`src/rtl/score_pkg.sv`:
```
// Shared types, segment tables and the BCD magnitude compare for the score display.
package score_pkg;

  typedef logic [3:0] bcd_digit_t;
  typedef logic [6:0] seg_t;

  // Segment order {g,f,e,d,c,b,a}, active-low
  localparam seg_t SEG_BLANK = 7'h7F;
  localparam seg_t SEG_DASH  = 7'b0111111;
  localparam seg_t SEG_DIGIT [0:9] = '{
    7'b1000000, 7'b1111001, 7'b0100100, 7'b0110000, 7'b0011001,
    7'b0010010, 7'b0000010, 7'b1111000, 7'b0000000, 7'b0010000
  };

  typedef enum logic [1:0] {
    IDLE    = 2'd0,
    COMPARE = 2'd1,
    BLINK   = 2'd2
  } disp_state_t;

  // Strict BCD magnitude compare, most significant digit first
  function automatic logic bcd_gt(input bcd_digit_t a_h, input bcd_digit_t a_t,
                                  input bcd_digit_t a_o, input bcd_digit_t b_h,
                                  input bcd_digit_t b_t, input bcd_digit_t b_o);
    logic gt;
    if (a_h != b_h)      gt = (a_h > b_h);
    else if (a_t != b_t) gt = (a_t > b_t);
    else                 gt = (a_o > b_o);
    return gt;
  endfunction

endpackage

```
`src/rtl/bcd_to_seg.sv`:
```
// One BCD digit to an active-low seven-segment pattern; out-of-range digits show a dash.
module bcd_to_seg
  import score_pkg::*;
(
  input  logic [3:0] digit,
  input  logic       blank,
  output logic [6:0] seg
);

  always_comb begin
    seg = SEG_BLANK;
    if (blank)              seg = SEG_BLANK;
    else if (digit > 4'd9)  seg = SEG_DASH;
    else                    seg = SEG_DIGIT[digit];
  end

endmodule

```
`src/rtl/score_hex_display.sv`:
```
// Drives six HEX displays with the live score and the session high score,
// capturing and blinking a new high score at the end of each game.
module score_hex_display
  import score_pkg::*;
#(
  parameter int unsigned CLK_HZ        = 50_000_000,
  parameter int unsigned BLINK_HZ      = 2,
  parameter int unsigned BLINK_TOGGLES = 6
)(
  input  logic       clk,
  input  logic       rst,
  input  logic [3:0] score_ones,
  input  logic [3:0] score_tens,
  input  logic [3:0] score_hundreds,
  input  logic       game_over,
  input  logic       hs_clear,
  output logic [6:0] hex0,
  output logic [6:0] hex1,
  output logic [6:0] hex2,
  output logic [6:0] hex3,
  output logic [6:0] hex4,
  output logic [6:0] hex5,
  output logic [3:0] hs_ones,
  output logic [3:0] hs_tens,
  output logic [3:0] hs_hundreds,
  output logic       new_high
);

  localparam int unsigned HALF  = CLK_HZ / (2 * BLINK_HZ);
  localparam int unsigned CNT_W = (HALF > 1) ? $clog2(HALF) : 1;
  localparam int unsigned TGL_W = $clog2(BLINK_TOGGLES + 1);

  disp_state_t      state_q, state_d;
  logic [CNT_W-1:0] cnt_q, cnt_d;
  logic [TGL_W-1:0] tgl_q, tgl_d;
  logic             phase_on_q, phase_on_d;
  bcd_digit_t       hs_o_d, hs_t_d, hs_h_d;
  bcd_digit_t       sq_o, sq_t, sq_h;
  logic             score_gt;

  seg_t seg0_c, seg1_c, seg2_c, seg3_c, seg4_c, seg5_c;

  assign score_gt = bcd_gt(sq_h, sq_t, sq_o, hs_hundreds, hs_tens, hs_ones);

  // Next-state, high score capture and blink timing
  always_comb begin
    state_d    = state_q;
    cnt_d      = cnt_q;
    tgl_d      = tgl_q;
    phase_on_d = phase_on_q;
    hs_o_d     = hs_ones;
    hs_t_d     = hs_tens;
    hs_h_d     = hs_hundreds;
    if (hs_clear) begin
      state_d    = IDLE;
      cnt_d      = '0;
      tgl_d      = '0;
      phase_on_d = 1'b1;
      hs_o_d     = 4'd0;
      hs_t_d     = 4'd0;
      hs_h_d     = 4'd0;
    end else begin
      case (state_q)
        IDLE: begin
          if (game_over) state_d = COMPARE;
        end
        COMPARE: begin
          if (score_gt) begin
            hs_o_d     = sq_o;
            hs_t_d     = sq_t;
            hs_h_d     = sq_h;
            cnt_d      = '0;
            tgl_d      = '0;
            phase_on_d = 1'b1;
            state_d    = BLINK;
          end else begin
            state_d = IDLE;
          end
        end
        BLINK: begin
          if (game_over) begin
            state_d    = COMPARE;
            cnt_d      = '0;
            phase_on_d = 1'b1;
          end else if (cnt_q == CNT_W'(HALF - 1)) begin
            cnt_d = '0;
            tgl_d = tgl_q + TGL_W'(1);
            if (tgl_q + TGL_W'(1) == TGL_W'(BLINK_TOGGLES)) begin
              state_d    = IDLE;
              phase_on_d = 1'b1;
            end else begin
              phase_on_d = ~phase_on_q;
            end
          end else begin
            cnt_d = cnt_q + CNT_W'(1);
          end
        end
        default: state_d = IDLE;
      endcase
    end
  end

  always_ff @(posedge clk or posedge rst) begin
    if (rst) begin
      state_q     <= IDLE;
      cnt_q       <= '0;
      tgl_q       <= '0;
      phase_on_q  <= 1'b1;
      hs_ones     <= 4'd0;
      hs_tens     <= 4'd0;
      hs_hundreds <= 4'd0;
      new_high    <= 1'b0;
    end else begin
      state_q     <= state_d;
      cnt_q       <= cnt_d;
      tgl_q       <= tgl_d;
      phase_on_q  <= phase_on_d;
      hs_ones     <= hs_o_d;
      hs_tens     <= hs_t_d;
      hs_hundreds <= hs_h_d;
      new_high    <= (state_d == BLINK);
    end
  end

  // Score input stage and registered segment outputs
  always_ff @(posedge clk or posedge rst) begin
    if (rst) begin
      sq_o <= 4'd0;
      sq_t <= 4'd0;
      sq_h <= 4'd0;
      hex0 <= SEG_BLANK;
      hex1 <= SEG_BLANK;
      hex2 <= SEG_BLANK;
      hex3 <= SEG_BLANK;
      hex4 <= SEG_BLANK;
      hex5 <= SEG_BLANK;
    end else begin
      sq_o <= score_ones;
      sq_t <= score_tens;
      sq_h <= score_hundreds;
      hex0 <= seg0_c;
      hex1 <= seg1_c;
      hex2 <= seg2_c;
      hex3 <= seg3_c;
      hex4 <= seg4_c;
      hex5 <= seg5_c;
    end
  end

  // Leading-zero blanking per triplet; the off blink phase blanks only the high score
  bcd_to_seg u_seg0 (.digit(sq_o), .blank(1'b0), .seg(seg0_c));
  bcd_to_seg u_seg1 (.digit(sq_t), .blank((sq_h == 4'd0) && (sq_t == 4'd0)), .seg(seg1_c));
  bcd_to_seg u_seg2 (.digit(sq_h), .blank(sq_h == 4'd0), .seg(seg2_c));
  bcd_to_seg u_seg3 (.digit(hs_ones), .blank(~phase_on_q), .seg(seg3_c));
  bcd_to_seg u_seg4 (.digit(hs_tens),
                     .blank(~phase_on_q || ((hs_hundreds == 4'd0) && (hs_tens == 4'd0))),
                     .seg(seg4_c));
  bcd_to_seg u_seg5 (.digit(hs_hundreds), .blank(~phase_on_q || (hs_hundreds == 4'd0)),
                     .seg(seg5_c));

endmodule

```
`config.mk`:
```
export PLATFORM = sky130hd
export DESIGN_NAME = score_hex_display
export DESIGN_NICKNAME = d
export VERILOG_FILES = /design/src/rtl/score_pkg.sv /design/src/rtl/bcd_to_seg.sv /design/src/rtl/score_hex_display.sv
export SDC_FILE = /design/constraint.sdc
export NUM_CORES = 1
export LEC_CHECK = 0
export BUFFER_PORTS_ARGS = -buffer_cell sky130_fd_sc_hd__buf_2
export CAP_MARGIN = 20
export CORE_UTILIZATION = 55
export CTS_BUF_LIST = sky130_fd_sc_hd__clkbuf_8
export CTS_CLUSTER_DIAMETER = 100
export CTS_CLUSTER_SIZE = 12
export DETAILED_ROUTE_END_ITERATION = 10
export MAX_ROUTING_LAYER = met4
export PLACE_DENSITY = 0.77
export RECOVER_POWER = 50
export SLEW_MARGIN = 10
export SYNTH_ARGS = -nofsm -noshare
export SYNTH_HDL_FRONTEND = slang
export SYNTH_SLANG_ARGS = --single-unit
```
`constraint.sdc`:
```
create_clock -name clk -period 7.7 [get_ports clk]
set_clock_uncertainty 0.05 [all_clocks]
set_input_delay 0.385 -clock clk [delete_from_list [all_inputs] [get_ports clk]]
set_output_delay 0.385 -clock clk [all_outputs]
set_load 0.05 [all_outputs]
```
==> results.md <==
- Status: complete, but fails checks
- Violated checks: design-rule violations, max-capacitance violations, max-slew violations
- # diodes: 0
- Reg area: 2481 um2
- Hold_ws: 0.05512 ns
- Worst path max stage delay: 1.90 ns
- Setup TNS: 0 ns
- Post-Layout Inst Area: 5714 um2
- DP HPWL: 7.399 mm
- DRT iter0 DRCs: 168
- Crit path cell chain: buf_2 -> clkinvlp_2 -> clkbuf_1
- CTS Buffer Depth: 2
- Root Buffer: clkbuf_8
- Crit path launch type: primary input
- Worst Path Class, Setup: primary input to asynchronous set/reset pin
- Die X-Extent: 98.06 um
- Distinct cells, synth: 58
- Synthesized flop and latch total: 97
- Fin. max-slew vios: 100
- DRC violations left: 3
- Number of global-route vias before repair: 3922
- Clock sinks: 97
- Max-capacitance violation count: 2
- Cell Pwr Density: 212.9 nW/um2
- Largest net degree at the start of global routing: 51
- Dominant cell type by area after synthesis: dfrtp_1
- Post-Synthesis Cells: 509
- Setup-failing EPs final: 0
- Maximum VDD drop: 0.0001508 V
- Average size of a mapped cell: 9.970 um2
- First-pass GRT wire length: 17.76 mm
- Pre-CTS setup slack: 4.803 ns
- Top cells by area, synth: dfrtp_1 (27%), dfstp_2 (22%), ha_1 (11%), o21ai_0 (3.6%), a21oi_1 (3.4%)
- Critical Path Fanout Max: 50
- Final min period: 3.655 ns
- Routed len/inst: 15.50 um
- Tcrit/Tclk final: 47.47%
- Worst setup EP type: asynchronous set/reset pin
- Vias: 4018
- DRT antenna net count: 0
- Syn nets: 568
- Rows: 34
- Total track usage: 23.88%
- Total Die Area: 9615 um2
- CTS tree: built
- Area of the multi-input gates: 2371 um2
- DRT Pass-1 Iters: 8
- CP max stage cell: clkbuf_1
- Core box area: 8806 um2
- Fillcell total: 689
- GPL Wtd Cong: 0.9602
- CP required: 7.60 ns
- Total global routing overflow: 0
- Starting Density: 57.63%
- Hold Vio Cnt, Final: 0
- Cell Area, Synth: 5075 um2
- Yosys warning count: 0
- I/O Buffers: 70
- Post CTS Setup Buffer Count: 0
- Die Span Y: 98.06 um
- CP arrival: 3.56 ns
- Hold Crit Class: primary input to register
- Relative slew margins: -69.58%
- Gates resized, CTS repair: 0
- Via/cell ratio: 5.874
- RSZ-0062 raised after global routing: no
- Prevailing post-synth register cell: dfrtp_1
- Max frequency: 0.2736 GHz
- Area Growth Syn to Fin: 12.60%
- Async set-reset flop share out of synthesis: 100.0%
- Worst-skew pair later-pin latency: 0.38 ns
- Setup WS post-layout: 4.045 ns
- Nets@finish: 630
- H-tree depth: 3
- Antenna violations before repair: 0
- IO Pins: 71
- Final WL: 10.60 mm
- Seq/Total Area, Yosys: 48.89%
- Synth top area share: 26.63%
- CTS Buf Count: 9
- Hold_buf cts: 0
- Lkg Pwr: 2.741 nW
- Slew @ Worst Pin: 2.544 ns
- Area after DPL: 5485 um2
- EDFF count, synth: 0
- Layout cells sized above 1: 25.52%
- Reg clk slew, reported paths: 0.10 ns
## stage by stage
stage / util, % / std cells / total power [mW]
global route: 64.89 / 684 / 1.265
CTS: 64.95 / 684 / 1.228
global placement: 62.29 / 668 / 0.8416
finish: 64.89 / 684 / 1.217
floorplan: - / 509 / 0.7912
detailed placement: 62.29 / 668 / 0.8468
## where the power goes
group          internal, mW  switching (mW)  total [mW]
logic                0.0591           0.193       0.252
registers             0.564          0.0213       0.585
clock network         0.189           0.191       0.380
## worst max-delay path: cells and delay by family
kind,cells,cell delay [ns]
buffers and inverters,3,3.15
## area by class of cell
type	instances	share of cell area [%]
Clock buffer	9	2.168
Inverter	35	2.321
Clock inverter	7	1.927
Sequential cell	97	43.42
Multi-Input combinational cell	356	41.49
Timing Repair Buffer	72	6.306
Tap cell	108	2.365
## path summary, 6_finish.rpt
check                                     start                      to  slack [ns]  depth (start not counted)
max                                         rst    cnt_q[3]$_DFFE_PP0P_        4.04                          3
min                           score_hundreds[1]       sq_h[1]$_DFF_PP0_        0.06                          1
max reg2reg                   sq_h[0]$_DFF_PP0_   cnt_q[23]$_DFFE_PP0P_        4.77                          8
min reg2reg                state_q[0]$_DFF_PP0_    state_q[0]$_DFF_PP0_        0.42                          1
max in group clk              sq_h[0]$_DFF_PP0_   cnt_q[23]$_DFFE_PP0P_        4.77                          8
min in group asynchronous                   rst  hs_tens[2]$_DFFE_PP0P_        0.48                          2
## Yosys cell counts (all sizes together), types with 14 or more instances
cell type  count
dfrtp         54
nor2          46
dfstp         43
ha            43
nand2         41
o21ai         37
inv           35
a21oi         34
nand3         20
nor3          18
and3          14
mux2i         14
## cells in the final DEF, fill, tap and decap left out, types with 3 or more instances in the layout
master / instances
a2111oi_0: 3
a211o_1: 9
a21o_1: 4
a21oi_1: 34
a221o_1: 4
and3_1: 9
and3_2: 5
and4_1: 3
buf_2: 69
clkbuf_8: 9
dfrtp_1: 54
dfstp_2: 43
ha_1: 43
inv_1: 34
inv_6: 3
mux2i_1: 14
nand2_1: 40
nand2b_1: 4
nand3_1: 19
nand4_1: 9
nor2_1: 45
nor2b_1: 5
nor3_1: 18
nor4_1: 3
o211ai_1: 6
o21a_1: 3
o21ai_0: 37
o22ai_1: 3
o31a_1: 3
or3_2: 3
## flip-flops by register name, summed over array words and instances (netlist names), 3 cells and up
name,count
hex0,7
tgl_q,3
hex5,7
cnt_q,24
hex1,7
sq_t,4
sq_h,4
hs_ones,4
sq_o,4
hex2,7
hs_tens,4
hex3,7
hex4,7
hs_hundreds,4
## routing by layer
layer	up-vias	GRT usage, %	part of all wire [%]
met3	9	5.154	4.6
met5	-	-	0
met1	1976	29.64	45
met4	0	9.207	1.2
li1	1929	-	-
met2	104	38.30	49
## cell families after synthesis
kind of cell    synth area share (%)
fa+ha+maj                      10.60
buf+inv                        4.660
xor+xnor                      0.3452
mux                            2.761
flops                          48.89
compound gates                 15.51
simple gates                   17.23
(Power assumes the default switching activity.)
